==> config.mk <==
export PLATFORM = sky130hd
export DESIGN_NAME = i2c_slave_ctrl
export DESIGN_NICKNAME = d
export VERILOG_FILES = /design/src/rtl/i2c_slave_pkg.sv /design/src/rtl/i2c_bus_timer.sv /design/src/rtl/i2c_slave_ctrl.sv
export SDC_FILE = /design/constraint.sdc
export NUM_CORES = 1
export LEC_CHECK = 0
export ABC_AREA = 1
export CORE_UTILIZATION = 41
export CTS_CLUSTER_SIZE = 8
export DETAILED_ROUTE_END_ITERATION = 10
export DONT_BUFFER_PORTS = 1
export PLACE_DENSITY = 0.63
export SYNTH_ARGS = -nofsm -noshare
export SYNTH_HDL_FRONTEND = slang
export SYNTH_SLANG_ARGS = --single-unit
export TNS_END_PERCENT = 5
==> constraint.sdc <==
create_clock -name clock -period 1.78 [get_ports clock]
set_input_delay 0.356 -clock clock [delete_from_list [all_inputs] [get_ports clock]]
set_output_delay 0.356 -clock clock [all_outputs]
set_load 0.01 [all_outputs]
==> src/rtl/i2c_slave_pkg.sv <==
// Shared types and defaults for the I2C slave controller.
package i2c_slave_pkg;

  localparam int         BYTE_W             = 8;
  localparam logic [6:0] DEF_SLAVE_ADDR     = 7'h20;
  localparam int         DEF_NUM_REGS       = 16;
  localparam int         DEF_TIMEOUT_CYCLES = 4096;

  typedef enum logic [3:0] {
    IDLE      = 4'd0,
    ADDR      = 4'd1,
    ADDR_ACK  = 4'd2,
    REG       = 4'd3,
    REG_ACK   = 4'd4,
    WR_DATA   = 4'd5,
    WR_ACK    = 4'd6,
    RD_DATA   = 4'd7,
    RD_ACK    = 4'd8,
    WAIT_STOP = 4'd9
  } i2c_state_t;

endpackage

==> src/rtl/i2c_bus_timer.sv <==
// Bus-idle watchdog: down-counter reloaded on clr_i, expire_o pulses at terminal count.
module i2c_bus_timer
  import i2c_slave_pkg::*;
#(
  parameter int TIMEOUT_CYCLES = DEF_TIMEOUT_CYCLES
) (
  input  logic clock,
  input  logic reset,
  input  logic clr_i,
  output logic expire_o
);

  localparam int            CW   = $clog2(TIMEOUT_CYCLES);
  localparam logic [CW-1:0] LOAD = CW'(TIMEOUT_CYCLES - 1);

  logic [CW-1:0] cnt_q, cnt_d;

  always_comb begin
    cnt_d = cnt_q - 1'b1;
    if (clr_i || (cnt_q == '0)) begin
      cnt_d = LOAD;
    end
  end

  always_ff @(posedge clock or posedge reset) begin
    if (reset) begin
      cnt_q <= LOAD;
    end else begin
      cnt_q <= cnt_d;
    end
  end

  assign expire_o = !clr_i && (cnt_q == '0);

endmodule

==> src/rtl/i2c_slave_ctrl.sv <==
// Control FSM sequencing the I2C slave datapath from synchronized SCL strobes and START/STOP flags.
// Optional bus-idle timeout is built in when I2C_SLAVE_TIMEOUT_EN is defined.
module i2c_slave_ctrl
  import i2c_slave_pkg::*;
#(
  parameter logic [6:0] SLAVE_ADDR = DEF_SLAVE_ADDR,
  parameter int         NUM_REGS   = DEF_NUM_REGS
`ifdef I2C_SLAVE_TIMEOUT_EN
  , parameter int       TIMEOUT_CYCLES = DEF_TIMEOUT_CYCLES
`endif
) (
  input  logic              clock,
  input  logic              reset,
  input  logic              SCL_posedge_i,
  input  logic              SCL_negedge_i,
  input  logic              start_i,
  input  logic              stop_i,
  input  logic              bit_done_i,
  input  logic [BYTE_W-1:0] data_in_i,
  input  logic              ack_in_i,
  output logic              clear_start_o,
  output logic              clear_stop_o,
  output logic              cnt_clear_o,
  output logic              shift_en_o,
  output logic              sel_load_o,
  output logic              sel_inc_o,
  output logic              we_o,
  output logic              send_ack_o,
  output logic              out_en_o,
  output logic              busy_o,
  output logic              timeout_o
);

  localparam logic [BYTE_W:0] NUM_REGS_W = (BYTE_W + 1)'(NUM_REGS);

  i2c_state_t state_q, state_d;
  logic       rw_q, rw_d;
  logic       clear_start_q, clear_start_d;
  logic       clear_stop_q, clear_stop_d;
  logic       cnt_clear_q, cnt_clear_d;
  logic       timeout_q, timeout_d;
  logic       expire;
  logic       addr_match;
  logic       reg_ok;

  assign addr_match = (data_in_i[7:1] == SLAVE_ADDR);
  assign reg_ok     = ({1'b0, data_in_i} < NUM_REGS_W);

`ifdef I2C_SLAVE_TIMEOUT_EN
  logic timer_clr;
  assign timer_clr = SCL_posedge_i | SCL_negedge_i | (state_q == IDLE);

  i2c_bus_timer #(
    .TIMEOUT_CYCLES(TIMEOUT_CYCLES)
  ) u_bus_timer (
    .clock   (clock),
    .reset   (reset),
    .clr_i   (timer_clr),
    .expire_o(expire)
  );
`else
  logic unused_scl_posedge;
  assign unused_scl_posedge = SCL_posedge_i;
  assign expire             = 1'b0;
`endif

  // Flags stay set until our registered clear lands, so ignore them while that clear is in flight.
  always_comb begin
    state_d       = state_q;
    rw_d          = rw_q;
    clear_start_d = 1'b0;
    clear_stop_d  = 1'b0;
    cnt_clear_d   = 1'b0;
    timeout_d     = 1'b0;
    if (stop_i && !clear_stop_q) begin
      clear_stop_d  = 1'b1;
      clear_start_d = start_i && !clear_start_q;
      state_d       = IDLE;
    end else if (start_i && !clear_start_q) begin
      clear_start_d = 1'b1;
      cnt_clear_d   = 1'b1;
      state_d       = ADDR;
    end else if (expire) begin
      timeout_d   = 1'b1;
      cnt_clear_d = 1'b1;
      state_d     = IDLE;
    end else if (SCL_negedge_i) begin
      unique case (state_q)
        ADDR: begin
          if (bit_done_i) begin
            rw_d    = data_in_i[0];
            state_d = addr_match ? ADDR_ACK : WAIT_STOP;
          end
        end
        ADDR_ACK: begin
          cnt_clear_d = 1'b1;
          state_d     = rw_q ? RD_DATA : REG;
        end
        REG: begin
          if (bit_done_i) state_d = reg_ok ? REG_ACK : WAIT_STOP;
        end
        REG_ACK, WR_ACK: begin
          cnt_clear_d = 1'b1;
          state_d     = WR_DATA;
        end
        WR_DATA: begin
          if (bit_done_i) state_d = WR_ACK;
        end
        RD_DATA: begin
          if (bit_done_i) state_d = RD_ACK;
        end
        RD_ACK: begin
          if (ack_in_i) begin
            cnt_clear_d = 1'b1;
            state_d     = RD_DATA;
          end else begin
            state_d = WAIT_STOP;
          end
        end
        default: ;
      endcase
    end
  end

  always_ff @(posedge clock or posedge reset) begin
    if (reset) begin
      state_q       <= IDLE;
      rw_q          <= 1'b0;
      clear_start_q <= 1'b0;
      clear_stop_q  <= 1'b0;
      cnt_clear_q   <= 1'b0;
      timeout_q     <= 1'b0;
    end else begin
      state_q       <= state_d;
      rw_q          <= rw_d;
      clear_start_q <= clear_start_d;
      clear_stop_q  <= clear_stop_d;
      cnt_clear_q   <= cnt_clear_d;
      timeout_q     <= timeout_d;
    end
  end

  // Out-of-range pointer bytes are NACKed and must not disturb the pointer.
  assign shift_en_o    = (state_q == ADDR) || (state_q == REG) || (state_q == WR_DATA);
  assign sel_load_o    = (state_q == REG) && bit_done_i && reg_ok;
  assign sel_inc_o     = (state_q == WR_ACK) || ((state_q == RD_ACK) && ack_in_i);
  assign we_o          = (state_q == WR_DATA) && bit_done_i;
  assign send_ack_o    = (state_q == ADDR_ACK) || (state_q == REG_ACK) || (state_q == WR_ACK);
  assign out_en_o      = (state_q == RD_DATA);
  assign busy_o        = (state_q != IDLE);
  assign clear_start_o = clear_start_q;
  assign clear_stop_o  = clear_stop_q;
  assign cnt_clear_o   = cnt_clear_q;
  assign timeout_o     = timeout_q;

endmodule

* Word-level counts from Yosys, hierarchy flattened
Index checks and enable logic that the tools add are counted.
** Word-level totals
- Flip-flop bits (word level) :: 8
- Bits of input ports :: 16
- Output and inout port bits :: 11
- Logic and storage cells :: 61
** Cells by class
- $lt $le $gt $ge :: 1
- Equal/unequal tests :: 13
- Muxes and demuxes :: 20
- Bitwise operators :: 2
- Reduce and logical (&&, ||, !) cells :: 20
** Operators by type and width (number)
- $mux W4 :: 10
- $pmux W4 S7 :: 1
- $eq A4 B3 Y1 const B :: 4
- $ne A4 B4 Y1 const B :: 3
- $reduce_bool A9 Y1 :: 1
- $eq A4 B2 Y1 const B :: 2
- $lt A8 B5 Y1 const B :: 1
- $eq A7 B6 Y1 const B :: 1
- $mux W1 :: 7
- $logic_and A1 B1 Y1 :: 6
- $reduce_and A6 Y1 :: 1
- $logic_or A1 B1 Y1 :: 5
- $reduce_and A5 Y1 :: 1
- $eq A4 B1 Y1 const B :: 1
- $eq A4 B4 Y1 const B :: 1
- $ne A4 B2 Y1 const B :: 1
- $reduce_bool A4 Y1 :: 1
- $mux W3 :: 1
- $reduce_bool A3 Y1 :: 1
- $reduce_or A3 Y1 :: 1
- $logic_not A1 Y1 :: 2
- $not A1 Y1 :: 2
- $pmux W1 S2 :: 1
- $reduce_or A2 Y1 :: 1

* Depth between registers and ports, before layout
- Depth after elaboration :: 7
- Gate-level depth with buffers :: 10
- Mapped depth without buffers :: 9

* Least setup slack after synthesis
Ideal clock, no wire load.
- Path kind :: register -> output
- From :: register state_q[2]
- To :: output port sel_load_o
- Arrival time :: 926 ps
- Required time :: 1424 ps
- Path slack :: 498 ps
- Cell stages (with the launch flop) :: 6
- Path buffers :: 0
- Cells stage by stage :: dfrtp_1 > inv_1 > nand2_1 > nor2_1 > nand3_1 > nor2_1
** Between the ends
- Word-level cells in the longest chain between the ends :: 3
** Ends and longest elaborated chain
- start, declared :: RTL line i2c_slave_ctrl.sv:36 : i2c_state_t state_q, state_d;
- start signal, assigned :: RTL line i2c_slave_ctrl.sv:134 : state_q <= state_d;
- $eq A4 B2 Y1 :: RTL line i2c_slave_ctrl.sv:145 : assign sel_load_o = (state_q == REG) && bit_done_i && reg_ok;
- $logic_and A1 B1 Y1 (2 in a row) :: RTL line i2c_slave_ctrl.sv:145
- end, declared :: RTL line i2c_slave_ctrl.sv:25 : output logic sel_load_o,
Every way passes these cells.

* Worst setup path after layout
- From :: register state_q[3]
- To :: output port sel_load_o
The elaborated chain is that of the path after synthesis.

==> out/metrics.csv <==
stage;metric;value;unit
critical_path;critical path arrival;1.26;ns
yosys;Syn Nets;128;
pwr;Leak;0.426;nW
die;die width;42.3;um
pwr;clock share of power;14.1;%
yosys;synthesized flop and latch total;8;
pwr;internal power;0.472;mW
pwr;switching fraction of total power;50.2;%
sta;Worst Hold Margin;0.244;ns
global_routing;GRT Resource Usage Total;17.7;%
critical_path;Reg2Reg Capture Point;state_q[0];
critical_path;crit end category;output pin;
critical_path;kind of critical path;flop to output pin;
die;die height;42.3;um
cts;Clock Tree Root;clkbuf_4;
cells_and_area;Filler Cells Inserted;166;
critical_path;R2R depth;7;
cts;# H-tree levels;1;
global_routing;largest net degree at the start of global routing;9;
critical_path;CP Launch Type;flop;
worst_hold_path;Hold WC Path Type;primary input to flop;
sta;final critical-path required period;1.62;ns
worst_hold_path;min-delay src;start_i;
routing;Vias/cell;5.02;
cells_and_area;most common cell after layout, fill and taps aside;nand2_1;
die;die area;0.00179;sq mm
sta;final setup TNS;0;ns
cells_and_area;most frequent cells in the layout;nand2_1, inv_1, nand3_1;
critical_path;worst path required time;1.42;ns
worst_hold_path;hold path cells;2;
sta;fin crit share;90.9;%
yosys;sequential share of the synthesized area;30.1;%
cts;TritonCTS clock tree;built;
yosys;Ys Warns;0;
worst_hold_path;WHS Endpoint;clear_start_o;
global_routing;vias in the first global route;573;
placed_design;PortBufs;0;
cells_and_area;final layout net count;132;
cells_and_area;Area growth syn-to-layout;7.34;%
pwr;Combinational Power Share;52.0;%
pwr;net switching power;0.475;mW
sta;Final setup viols;0;
status;run status;complete, but fails checks;
pwr;share of power burned in registers;33.9;%
yosys;Distinct cells, synth;17;
cts;clock latency on the worst-skew pair;0.25;ns
die;Starting Density;44.1;%
yosys;Post-Synthesis Cells;112;
sta;RSZ-0062 raised after global routing;false;
global_routing;global-route wire length before repair;2.37;mm
routing;Post-route DRC;1;
global_routing;total grt overflow;0;
cts;Post-CTS Setup Inserts;0;
cts;CTS clk-pin slew, worst paths;0.05;ns
placed_design;Final Wtd Congestion;0.833;
routing;drt total wl;1.36;mm
pwr;PD cells;1330;mW/mm^2
cts;clk buf depth;2;
yosys;Avg Synthesized Cell Area;5.93;sq um
die;I/O pin total;27;
critical_path;flop2flop setup slack;0.46;ns
sta;Slew Limit Fails;0;
placed_design;dpl ws;0.375;ns
cells_and_area;n_diodes;0;
sta;Final Skew;0.00515;ns
routing;DRT antenna net count;0;
status;violated checks;design-rule violations;
global_routing;initial antenna violation count;0;
sta;max frequency;0.618;GHz
critical_path;CP Max Fanout;6;
die;core region area;0.00151;sq mm
yosys;mapped cell area;664;sq um
sta;setup ws final;0.162;ns
critical_path;r2r startpoint;state_q[1];
die;num rows;14;
cells_and_area;share of cells above drive strength 1;16.7;%
routing;DRT Pass-1 Iters;7;
sta;Final Hold Viols;0;
job;maxcap violations;0;
cts;clock tree sinks;8;
routing;Avg WL per Cell;10.5;um
routing;Starting DRT DRC Count;31;
pwr;Max VDD drop;0.000584;V
cts;Num CTS Buffers;3;
placed_design;dpl hpwl;1.15;mm
routing;DR vias;652;
-- how the worst max path moves through the flow --
stage | from | end | slack [ns] | cells after the start
floorplan | state_q[2] | sel_load_o | 0.50 | 5
global placement | state_q[3] | sel_load_o | 0.38 | 5
detailed placement | state_q[3] | sel_load_o | 0.38 | 5
CTS | state_q[2] | sel_load_o | 0.09 | 5
global route | state_q[3] | sel_load_o | 0.004 | 5
finish | state_q[3] | sel_load_o | 0.16 | 5
-- sequential cells by signal, indices dropped and copies added (netlist names) --
register	flops
cnt_clear_o	1
clear_stop_o	1
rw_q	1
state_q	4
clear_start_o	1
-- kinds of logic after synthesis --
kind of cell    synth area share (%)
other cells                    0.564
flops                           30.1
buf+inv                         14.7
simple gates                    47.8
compound gates                  6.78
-- Yosys cell counts --
cell      instances  area, sq um
nand2_1          33          124
nand2_2           5         31.3
a21oi_1           5         25.0
nand4_1           2         12.5
dfrtp_1           8          200
nand3_1          12         60.1
nand3_2           1         10.0
nand3b_1          1         7.51
buf_6             1         11.3
nor2_1           15         56.3
inv_2             1         3.75
inv_1            20         75.1
nor2_4            1         11.3
buf_4             1         7.51
nor3_1            1         5.00
o21ai_0           4         20.0
conb_1            1         3.75
-- layout make-up --
class / instances / area [sq um] / area share, %
well taps: 16 / 20.0 / 2.81
multi-input cells: 81 / 379 / 53.2
inverters: 21 / 78.8 / 11.1
flip-flops and latches: 8 / 203 / 28.4
repair buffers: 1 / 10.0 / 1.40
clock buffers: 3 / 22.5 / 3.16
-- routing by layer --
| metal | global-route usage (%) | up-vias | share of wire (%) |
|---|---|---|---|
| met5 | 0 | - | 0 |
| met2 | 27.4 | 22 | 47 |
| met3 | 8.62 | 0 | 8.1 |
| li1 | - | 345 | - |
| met1 | 23.2 | 285 | 45 |
| met4 | 1.88 | 0 | 0 |
-- stage by stage --
stage          power [mW]  cell area (sq um)  util (%)  std cells
5_1_grt              1.06                713      47.3        130
6_report            0.948                713      47.3        130
3_3_place_gp        0.791                666      44.2        126
2_1_floorplan       0.728                664         -        112
3_5_place_dp        0.795                666      44.2        126
4_1_cts             0.937                698      46.3        130
-- power by group through the flow --
stage / clock [mW] / combinational [mW] / sequential (mW)
after floorplan: 0 / 0.449 / 0.279
after global placement: 0 / 0.475 / 0.316
after detailed placement: 0 / 0.478 / 0.317
after CTS: 0.141 / 0.482 / 0.313
after global routing: 0.154 / 0.571 / 0.333
final: 0.134 / 0.493 / 0.321
-- worst max-delay path, cell delays in order, from the launching register on --
cell,delay [ns]
dfrtp_2,0.45
inv_1,0.10
nand2_2,0.08
nor2_2,0.09
nand3_1,0.12
nor2_2,0.17
-- what timing repair did --
item,in CTS,in global routing
hold buffers,1,0
endpoints found under the hold margin,8,0
endpoints found under the setup margin,0,3
gates resized for setup,0,8
No activity file was read; power rests on OpenSTA's default activity.
